<file path="src/rtl/pg_pkg.sv">
// Constants shared by the pg02 pulse generator and the pulse analyser:
// counter widths, default loss-of-signal limit and analyser FSM encoding.
package pg_pkg;

  localparam int PG_CNT_W          = 27;
  localparam int PG_PCNT_W         = 8;
  localparam int PG_SYNC_STAGES    = 2;
  localparam int PG_TIMEOUT_CYCLES = 100000000;

  typedef logic [1:0] pa_state_t;

  localparam logic [1:0] ST_IDLE = 2'd0;
  localparam logic [1:0] ST_ARM  = 2'd1;
  localparam logic [1:0] ST_HIGH = 2'd2;
  localparam logic [1:0] ST_LOW  = 2'd3;

endpackage

</file>
<file path="src/rtl/pulse_analyser_if.sv">
// Measurement bus of the pulse analyser: control/input side driven by the
// master, results and strobes driven by the analyser (slave).
interface pulse_analyser_if #(
  parameter int CNT_W  = 27,
  parameter int PCNT_W = 8
);

  // Strobes are valid-only: meas_valid/cycle_done are one-clk pulses with no
  // ready; the consumer must take high_time/period/pulse_count in that clk or
  // later (they hold until the next strobe). timeout/overflow are levels.
  logic              enable;
  logic              signal_in;
  logic              cycle_in;
  logic [CNT_W-1:0]  high_time;
  logic [CNT_W-1:0]  period;
  logic [PCNT_W-1:0] pulse_count;
  logic              meas_valid;
  logic              cycle_done;
  logic              timeout;
  logic              overflow;
  logic [1:0]        dbg_state;

  modport master (
    output enable, signal_in, cycle_in,
    input  high_time, period, pulse_count, meas_valid, cycle_done,
           timeout, overflow, dbg_state
  );

  modport slave (
    input  enable, signal_in, cycle_in,
    output high_time, period, pulse_count, meas_valid, cycle_done,
           timeout, overflow, dbg_state
  );

endinterface

</file>
<file path="src/rtl/sync_edge.sv">
// Multi-flop synchroniser for one asynchronous input with registered
// rise/fall pulses; input change to pulse takes SYNC_STAGES+1 clks.
module sync_edge #(
  parameter int SYNC_STAGES = 2
) (
  input  logic clk,
  input  logic reset,
  input  logic d,
  output logic q,
  output logic rise,
  output logic fall
);

  logic [SYNC_STAGES-1:0] r_sync;
  logic                   r_q_d;
  logic                   r_rise;
  logic                   r_fall;
  logic                   w_s;

  assign w_s = r_sync[SYNC_STAGES-1];

  always_ff @(posedge clk) begin
    if (!reset) begin
      r_sync <= '0;
      r_q_d  <= 1'b0;
      r_rise <= 1'b0;
      r_fall <= 1'b0;
    end else begin
      r_sync <= {r_sync[SYNC_STAGES-2:0], d};
      r_q_d  <= w_s;
      r_rise <= w_s & ~r_q_d;
      r_fall <= ~w_s & r_q_d;
    end
  end

  assign q    = w_s;
  assign rise = r_rise;
  assign fall = r_fall;

endmodule

</file>
<file path="src/rtl/pulse_analyser.sv">
// Measures high time, period and pulses-per-cycle of an external pulse train
// (signal_in) framed by a cycle marker (cycle_in), all in clk counts.
module pulse_analyser
  import pg_pkg::*;
#(
  parameter int CNT_W          = PG_CNT_W,
  parameter int PCNT_W         = PG_PCNT_W,
  parameter int SYNC_STAGES    = PG_SYNC_STAGES,
  parameter int TIMEOUT_CYCLES = PG_TIMEOUT_CYCLES
) (
  input  logic             clk,
  input  logic             reset,
  pulse_analyser_if.slave  bus
);

  if (SYNC_STAGES < 2) begin : g_bad_sync
    $error("pulse_analyser: SYNC_STAGES must be at least 2");
  end
  if (64'(TIMEOUT_CYCLES) >= ((64'd1 << CNT_W) - 64'd1)) begin : g_bad_timeout
    $error("pulse_analyser: TIMEOUT_CYCLES must be below 2^CNT_W-1");
  end

  localparam logic [CNT_W-1:0]  TO_VAL   = CNT_W'(TIMEOUT_CYCLES);
  localparam logic [PCNT_W-1:0] PCNT_MAX = '1;

  logic w_sig_q, w_sig_rise, w_sig_fall;
  logic w_cyc_q, w_cyc_rise, w_cyc_fall;
  logic w_unused_sync;

  sync_edge #(.SYNC_STAGES(SYNC_STAGES)) u_sig_sync (
    .clk(clk), .reset(reset), .d(bus.signal_in),
    .q(w_sig_q), .rise(w_sig_rise), .fall(w_sig_fall)
  );

  sync_edge #(.SYNC_STAGES(SYNC_STAGES)) u_cyc_sync (
    .clk(clk), .reset(reset), .d(bus.cycle_in),
    .q(w_cyc_q), .rise(w_cyc_rise), .fall(w_cyc_fall)
  );

  assign w_unused_sync = &{1'b0, w_sig_q, w_cyc_q, w_cyc_fall};

  pa_state_t         r_state;
  logic [CNT_W-1:0]  r_per_cnt, r_hi_cnt, r_high_time, r_period;
  logic [PCNT_W-1:0] r_pcnt, r_pulse_count;
  logic              r_meas_valid, r_cycle_done, r_timeout, r_overflow;
  logic              r_cyc_armed;

  always_ff @(posedge clk) begin
    if (!reset) begin
      r_state       <= ST_IDLE;
      r_per_cnt     <= '0;
      r_hi_cnt      <= '0;
      r_high_time   <= '0;
      r_period      <= '0;
      r_pcnt        <= '0;
      r_pulse_count <= '0;
      r_meas_valid  <= 1'b0;
      r_cycle_done  <= 1'b0;
      r_timeout     <= 1'b0;
      r_overflow    <= 1'b0;
      r_cyc_armed   <= 1'b0;
    end else if (!bus.enable) begin
      r_state      <= ST_IDLE;
      r_per_cnt    <= '0;
      r_hi_cnt     <= '0;
      r_pcnt       <= '0;
      r_meas_valid <= 1'b0;
      r_cycle_done <= 1'b0;
      r_timeout    <= 1'b0;
      r_overflow   <= 1'b0;
      r_cyc_armed  <= 1'b0;
    end else begin
      r_meas_valid <= 1'b0;
      r_cycle_done <= 1'b0;
      case (r_state)
        ST_IDLE: r_state <= ST_ARM;
        ST_ARM: begin
          if (w_sig_rise) begin
            r_state   <= ST_HIGH;
            r_per_cnt <= CNT_W'(1);
            r_hi_cnt  <= CNT_W'(1);
          end
        end
        ST_HIGH: begin
          if (r_per_cnt == TO_VAL) begin
            r_state   <= ST_ARM;
            r_timeout <= 1'b1;
          end else begin
            r_per_cnt <= r_per_cnt + CNT_W'(1);
            // The falling-edge clk already belongs to the low phase.
            if (w_sig_fall) r_state  <= ST_LOW;
            else            r_hi_cnt <= r_hi_cnt + CNT_W'(1);
          end
        end
        ST_LOW: begin
          if (r_per_cnt == TO_VAL) begin
            r_state   <= ST_ARM;
            r_timeout <= 1'b1;
          end else if (w_sig_rise) begin
            r_period     <= r_per_cnt;
            r_high_time  <= r_hi_cnt;
            r_meas_valid <= 1'b1;
            r_timeout    <= 1'b0;
            r_per_cnt    <= CNT_W'(1);
            r_hi_cnt     <= CNT_W'(1);
            r_state      <= ST_HIGH;
          end else begin
            r_per_cnt <= r_per_cnt + CNT_W'(1);
          end
        end
        default: r_state <= ST_IDLE;
      endcase

      // A signal rise coinciding with the marker is the first pulse of the new cycle.
      if (w_cyc_rise) begin
        r_cyc_armed <= 1'b1;
        if (r_cyc_armed) begin
          r_pulse_count <= r_pcnt;
          r_cycle_done  <= 1'b1;
        end
        r_pcnt <= w_sig_rise ? PCNT_W'(1) : '0;
      end else if (w_sig_rise) begin
        if (r_pcnt == PCNT_MAX) r_overflow <= 1'b1;
        else                    r_pcnt     <= r_pcnt + PCNT_W'(1);
      end
    end
  end

  assign bus.high_time   = r_high_time;
  assign bus.period      = r_period;
  assign bus.pulse_count = r_pulse_count;
  assign bus.meas_valid  = r_meas_valid & bus.enable & reset;
  assign bus.cycle_done  = r_cycle_done & bus.enable & reset;
  assign bus.timeout     = r_timeout;
  assign bus.overflow    = r_overflow;
  assign bus.dbg_state   = r_state;

endmodule

</file>
<file path="src/flat_wrapper.sv">
// flat-port wrapper written by rule: the top's interface ports become plain ports
module pulse_analyser_flat import pg_pkg::*;
#(
  parameter int CNT_W          = PG_CNT_W,
  parameter int PCNT_W         = PG_PCNT_W,
  parameter int SYNC_STAGES    = PG_SYNC_STAGES,
  parameter int TIMEOUT_CYCLES = PG_TIMEOUT_CYCLES
)
  (clk, reset, bus_enable, bus_signal_in, bus_cycle_in, bus_high_time, bus_period, bus_pulse_count, bus_meas_valid, bus_cycle_done, bus_timeout, bus_overflow, bus_dbg_state);
  pulse_analyser_if #(.CNT_W(CNT_W), .PCNT_W(PCNT_W)) bus_i ();
  input  logic clk;
  input  logic reset;
  input wire logic [$bits(bus_i.enable)-1:0] bus_enable;
  input wire logic [$bits(bus_i.signal_in)-1:0] bus_signal_in;
  input wire logic [$bits(bus_i.cycle_in)-1:0] bus_cycle_in;
  output wire logic [$bits(bus_i.high_time)-1:0] bus_high_time;
  output wire logic [$bits(bus_i.period)-1:0] bus_period;
  output wire logic [$bits(bus_i.pulse_count)-1:0] bus_pulse_count;
  output wire logic [$bits(bus_i.meas_valid)-1:0] bus_meas_valid;
  output wire logic [$bits(bus_i.cycle_done)-1:0] bus_cycle_done;
  output wire logic [$bits(bus_i.timeout)-1:0] bus_timeout;
  output wire logic [$bits(bus_i.overflow)-1:0] bus_overflow;
  output wire logic [$bits(bus_i.dbg_state)-1:0] bus_dbg_state;
  assign bus_i.enable = bus_enable;
  assign bus_i.signal_in = bus_signal_in;
  assign bus_i.cycle_in = bus_cycle_in;
  assign bus_high_time = bus_i.high_time;
  assign bus_period = bus_i.period;
  assign bus_pulse_count = bus_i.pulse_count;
  assign bus_meas_valid = bus_i.meas_valid;
  assign bus_cycle_done = bus_i.cycle_done;
  assign bus_timeout = bus_i.timeout;
  assign bus_overflow = bus_i.overflow;
  assign bus_dbg_state = bus_i.dbg_state;
  pulse_analyser #(.CNT_W(CNT_W), .PCNT_W(PCNT_W), .SYNC_STAGES(SYNC_STAGES), .TIMEOUT_CYCLES(TIMEOUT_CYCLES)) u_core (.clk(clk), .reset(reset), .bus(bus_i));
endmodule
</file>
<file path="config.mk">
export PLATFORM = sky130hd
export DESIGN_NAME = pulse_analyser_flat
export DESIGN_NICKNAME = d
export VERILOG_FILES = /design/src/rtl/pg_pkg.sv /design/src/rtl/pulse_analyser_if.sv /design/src/rtl/sync_edge.sv /design/src/rtl/pulse_analyser.sv /design/src/flat_wrapper.sv
export SDC_FILE = /design/constraint.sdc
export NUM_CORES = 1
export LEC_CHECK = 0
export CAP_MARGIN = 40
export CORE_MARGIN = 2
export CORE_UTILIZATION = 45
export CTS_BUF_LIST = sky130_fd_sc_hd__clkbuf_16
export CTS_CLUSTER_DIAMETER = 200
export CTS_CLUSTER_SIZE = 40
export DETAILED_ROUTE_END_ITERATION = 16
export GPL_ROUTABILITY_DRIVEN = 0
export PLACE_DENSITY = 0.67
export SYNTH_ARGS = -nofsm -noshare
export SYNTH_HDL_FRONTEND = slang
export SYNTH_SLANG_ARGS = --single-unit
</file>
<file path="constraint.sdc">
create_clock -name clk -period 3.8 [get_ports clk]
set_input_delay 0.76 -clock clk [delete_from_list [all_inputs] [get_ports clk]]
set_output_delay 0.76 -clock clk [all_outputs]
set_load 0.01 [all_outputs]
</file>
==> impl_metrics.tcl <==
set metrics [dict create \
    gr-total-overflow 0 \
    cp_delay_by_family_top "buffers and inverters" \
    post-route-min-period_ns 2.786 \
    synthesis.yosys.warnings 0 \
    worstSetupEndpoint "bus_cycle_done" \
    slew_headroom_pct 42.33 \
    worst_hold_path.num_cells 1 \
    grt_pass1_vias 4863 \
    h-tree-depth 4 \
    tcrit_tclk_final_pct 73.32 \
    mappedNetlistArea_um2 5939 \
    setup.reg_to_reg.worst_slack_ns 1.30 \
    rr_worst_depth 8 \
    initial_util_pct 46.50 \
    crit_slowest_cell "clkdlybuf4s50_1" \
    fp.dieH_um 118.9 \
    worst_path_largest_cell_delay_ns 0.55 \
    number_of_cell_rows 41 \
    dp_hpwl_mm 9.613 \
    number_of_buffer_cells_added_on_primary_ports 72 \
    timing.critical_path.mode_cell "clkdlybuf4s50_1" \
    power_leakage_nw 2.340 \
    clk_transition_reported_paths_ns 0.05 \
    antennaDiodeCount 0 \
    post_cts.resized_instances 0 \
    hold_slack_ns 0.3886 \
    critical_path.endpoint_type "output pin" \
    timing.critical_path.buf_inv 2 \
    synth_area_leaders "dfxtp_1, nand3_1, nand2_1, o21ai_0, o31ai_1" \
    postCtsSetupRepairBufs 0 \
    die_area_um2 14130 \
    final-instance-count-excl-fill 925 \
    grt_setup_unrepaired "no" \
    fin_worst_skew_ns 0.006294 \
    path_cells "clkdlybuf4s50_1 -> and3_1 -> clkdlybuf4s50_1" \
    ant_nets 0 \
    track_usage_pct 20.46 \
    design.portCount 73 \
    worst_ir_drop_vdd_mv 0.3172 \
    max_freq_mhz 358.9 \
    synth_top_area_cell "dfxtp_1" \
    antenna_found_initial 0 \
    cts.root.buffer_cell "clkbuf_16" \
    clock_tree_from_tritoncts "built" \
    drt-total-wl_mm 14.13 \
    final-max-slew-violation-count 0 \
    critical_path.reg2reg.startpoint "u_core.r_per_cnt[0]" \
    die_x_um 118.9 \
    count_of_flip_flops_with_a_built_in_enable_after_synthesis 0 \
    synth_most_common_cell "dfxtp_1" \
    cp.arrival_ns 2.03 \
    post-place-cells 896 \
    post_dp_cell_area_um2 6736 \
    synthArstFlopShare_pct 0 \
    criticalPathCategory "in2out" \
    netlist-cell-type-count 45 \
    hold_path.class "reg2reg" \
    cp_depth 3 \
    post_cts_hold_buffer_count 0 \
    clock_insertion_delay_worst_skew_ns 0.42 \
    netlist_instances 689 \
    cap_violations 0 \
    clock_path_buffers 2 \
    postSynthAreaPerCell_um2 8.620 \
    crit-reg2reg-capture "u_core.r_hi_cnt[22]" \
    cp-start-kind "primary input" \
    fin_tns_setup_ns 0 \
    vias_per_cell 5.655 \
    cts_sinks 140 \
    grt_pass1_wl_mm 23.63 \
    route.vias.total 5231 \
    synth_seq_cells 140 \
    critical_path_peak_fanout 6 \
    initialDrtViolationCount 338 \
    postSynthNetCount 698 \
    crit_start "bus_enable" \
    layout-drive-gt1-share_pct 5.312 \
    outcome "complete, no violations" \
    num-nets-final 752 \
    grt_max_degree 90 \
    synth.yosys.seq_area_share_pct 47.19 \
    final-setup-viol-count 0 \
    powerDensity_nw_per_um2 399.0 \
    tightest_slew_ns 0.8650 \
    post-synth-top-area-fraction_pct 47.19 \
    drt_first_pass_iters 4 \
    finalHoldViolCount 0 \
    detail_route.drc_violations 0 \
    postLayoutCellArea_um2 7209 \
    synthToLayoutAreaGrowth_pct 21.38 \
    required_ns 3.04 \
    tritoncts.num_buffers 17 \
    ys_top_cells_by_count "dfxtp_1, nand2_1, nand3_1" \
    synth_ff_type "dfxtp_1" \
    routed_length_per_instance_um 15.27 \
    filler_cell_count 1165 \
    core_area_um2 12770 \
]
metrics by stage:
step | total power [mW] | setup slack (ns) | util [%]
5_1_grt | 2.975 | 0.9543 | 56.44
3_3_place_gp | 1.557 | 1.010 | 52.74
3_5_place_dp | 1.559 | 1.024 | 52.74
2_1_floorplan | 1.542 | 1.541 | -
6_report | 2.876 | 1.014 | 56.44
4_1_cts | 2.901 | 1.004 | 56.44
cells by family after synthesis:
family	count (synthesis)	share of synthesized area, %
AND/OR/NAND/NOR	307	27.62
AO/OA/AOI/OAI	149	15.27
flip-flops	140	47.19
buffers and inverters	57	4.129
XOR/XNOR	21	3.097
multiplexers	11	1.854
adder cells (fa/ha/maj)	4	0.8427
where the power goes:
group | internal [mW] | switching, mW | total (mW) | leakage, nW
Sequential | 1.47 | 0.00338 | 1.48 | 1.13
Clock | 0.792 | 0.557 | 1.35 | 0.256
Combinational | 0.0108 | 0.0400 | 0.0508 | 0.956
worst reg2reg max path: stages (launching register included):
cell and delay [ns]:
dfxtp_1 0.43, inv_1 0.10, ha_1 0.20, nor4b_2 0.16, nand4_2 0.18, nor2_1 0.10
o21ai_2 0.67, buf_4 0.43, a21oi_1 0.10
worst min-delay path by stage:
stage	from	to	slack [ns]
after floorplan	u_core.u_cyc_sync.r_q_d	u_core.u_cyc_sync.rise	0.37
after global placement	u_core.u_cyc_sync.r_q_d	u_core.u_cyc_sync.rise	0.37
after detailed placement	u_core.u_cyc_sync.r_q_d	u_core.u_cyc_sync.rise	0.38
after CTS	u_core.u_cyc_sync.r_q_d	u_core.u_cyc_sync.rise	0.39
after global routing	u_core.u_cyc_sync.r_q_d	u_core.u_cyc_sync.rise	0.41
final	u_core.u_cyc_sync.r_q_d	u_core.u_cyc_sync.rise	0.39
layout make-up:
cell class,count,area [µm²],area share (%)
timing repair buffer,80,778.2,10.79
clock buffer,17,425.4,5.901
sequential,140,2803,38.88
clock inverter,12,47.55,0.6595
inverter,12,45.04,0.6248
multi-input combinational,492,2895,40.16
tap,172,215.2,2.985
layout by cell type, fill, tap and decap left out, types with 3 or more instances in the layout:
cell type	instances
clkdlybuf4s50_1	71
and4_1	10
a31oi_1	3
or3_1	5
nor2_1	40
and2_1	13
o31ai_1	35
xnor2_1	15
nand3_1	77
clkbuf_16	17
nand2_1	78
o21ai_0	56
and3_1	14
xor2_1	6
buf_4	9
a211oi_1	7
inv_1	18
nor3_1	10
clkinv_1	4
dfxtp_1	140
nand4_1	14
ha_1	4
nor2b_1	3
a21oi_1	35
or4_1	29
mux2i_1	11
sequential cells by signal (all words and copies together), names as in the netlist, 2 cells and up:
register	count
u_core.bus.dbg_state	2
u_core.bus.high_time	27
u_core.bus.period	27
u_core.bus.pulse_count	8
u_core.r_hi_cnt	27
u_core.r_pcnt	8
u_core.r_per_cnt	27
u_core.u_cyc_sync.r_sync	2
u_core.u_sig_sync.r_sync	2
per-layer routing:
layer  routed length [µm]  track usage [%]  up-vias  part of all wire, %
li1                     -                -     2612                    -
met1                 6400            25.79     2499                   45
met2                 6897            33.05      102                   49
met3                  612            5.843       18                  4.3
met4                  216            8.110        0                  1.5
met5                    0                0        -                    0
(Power assumes the default switching activity.)
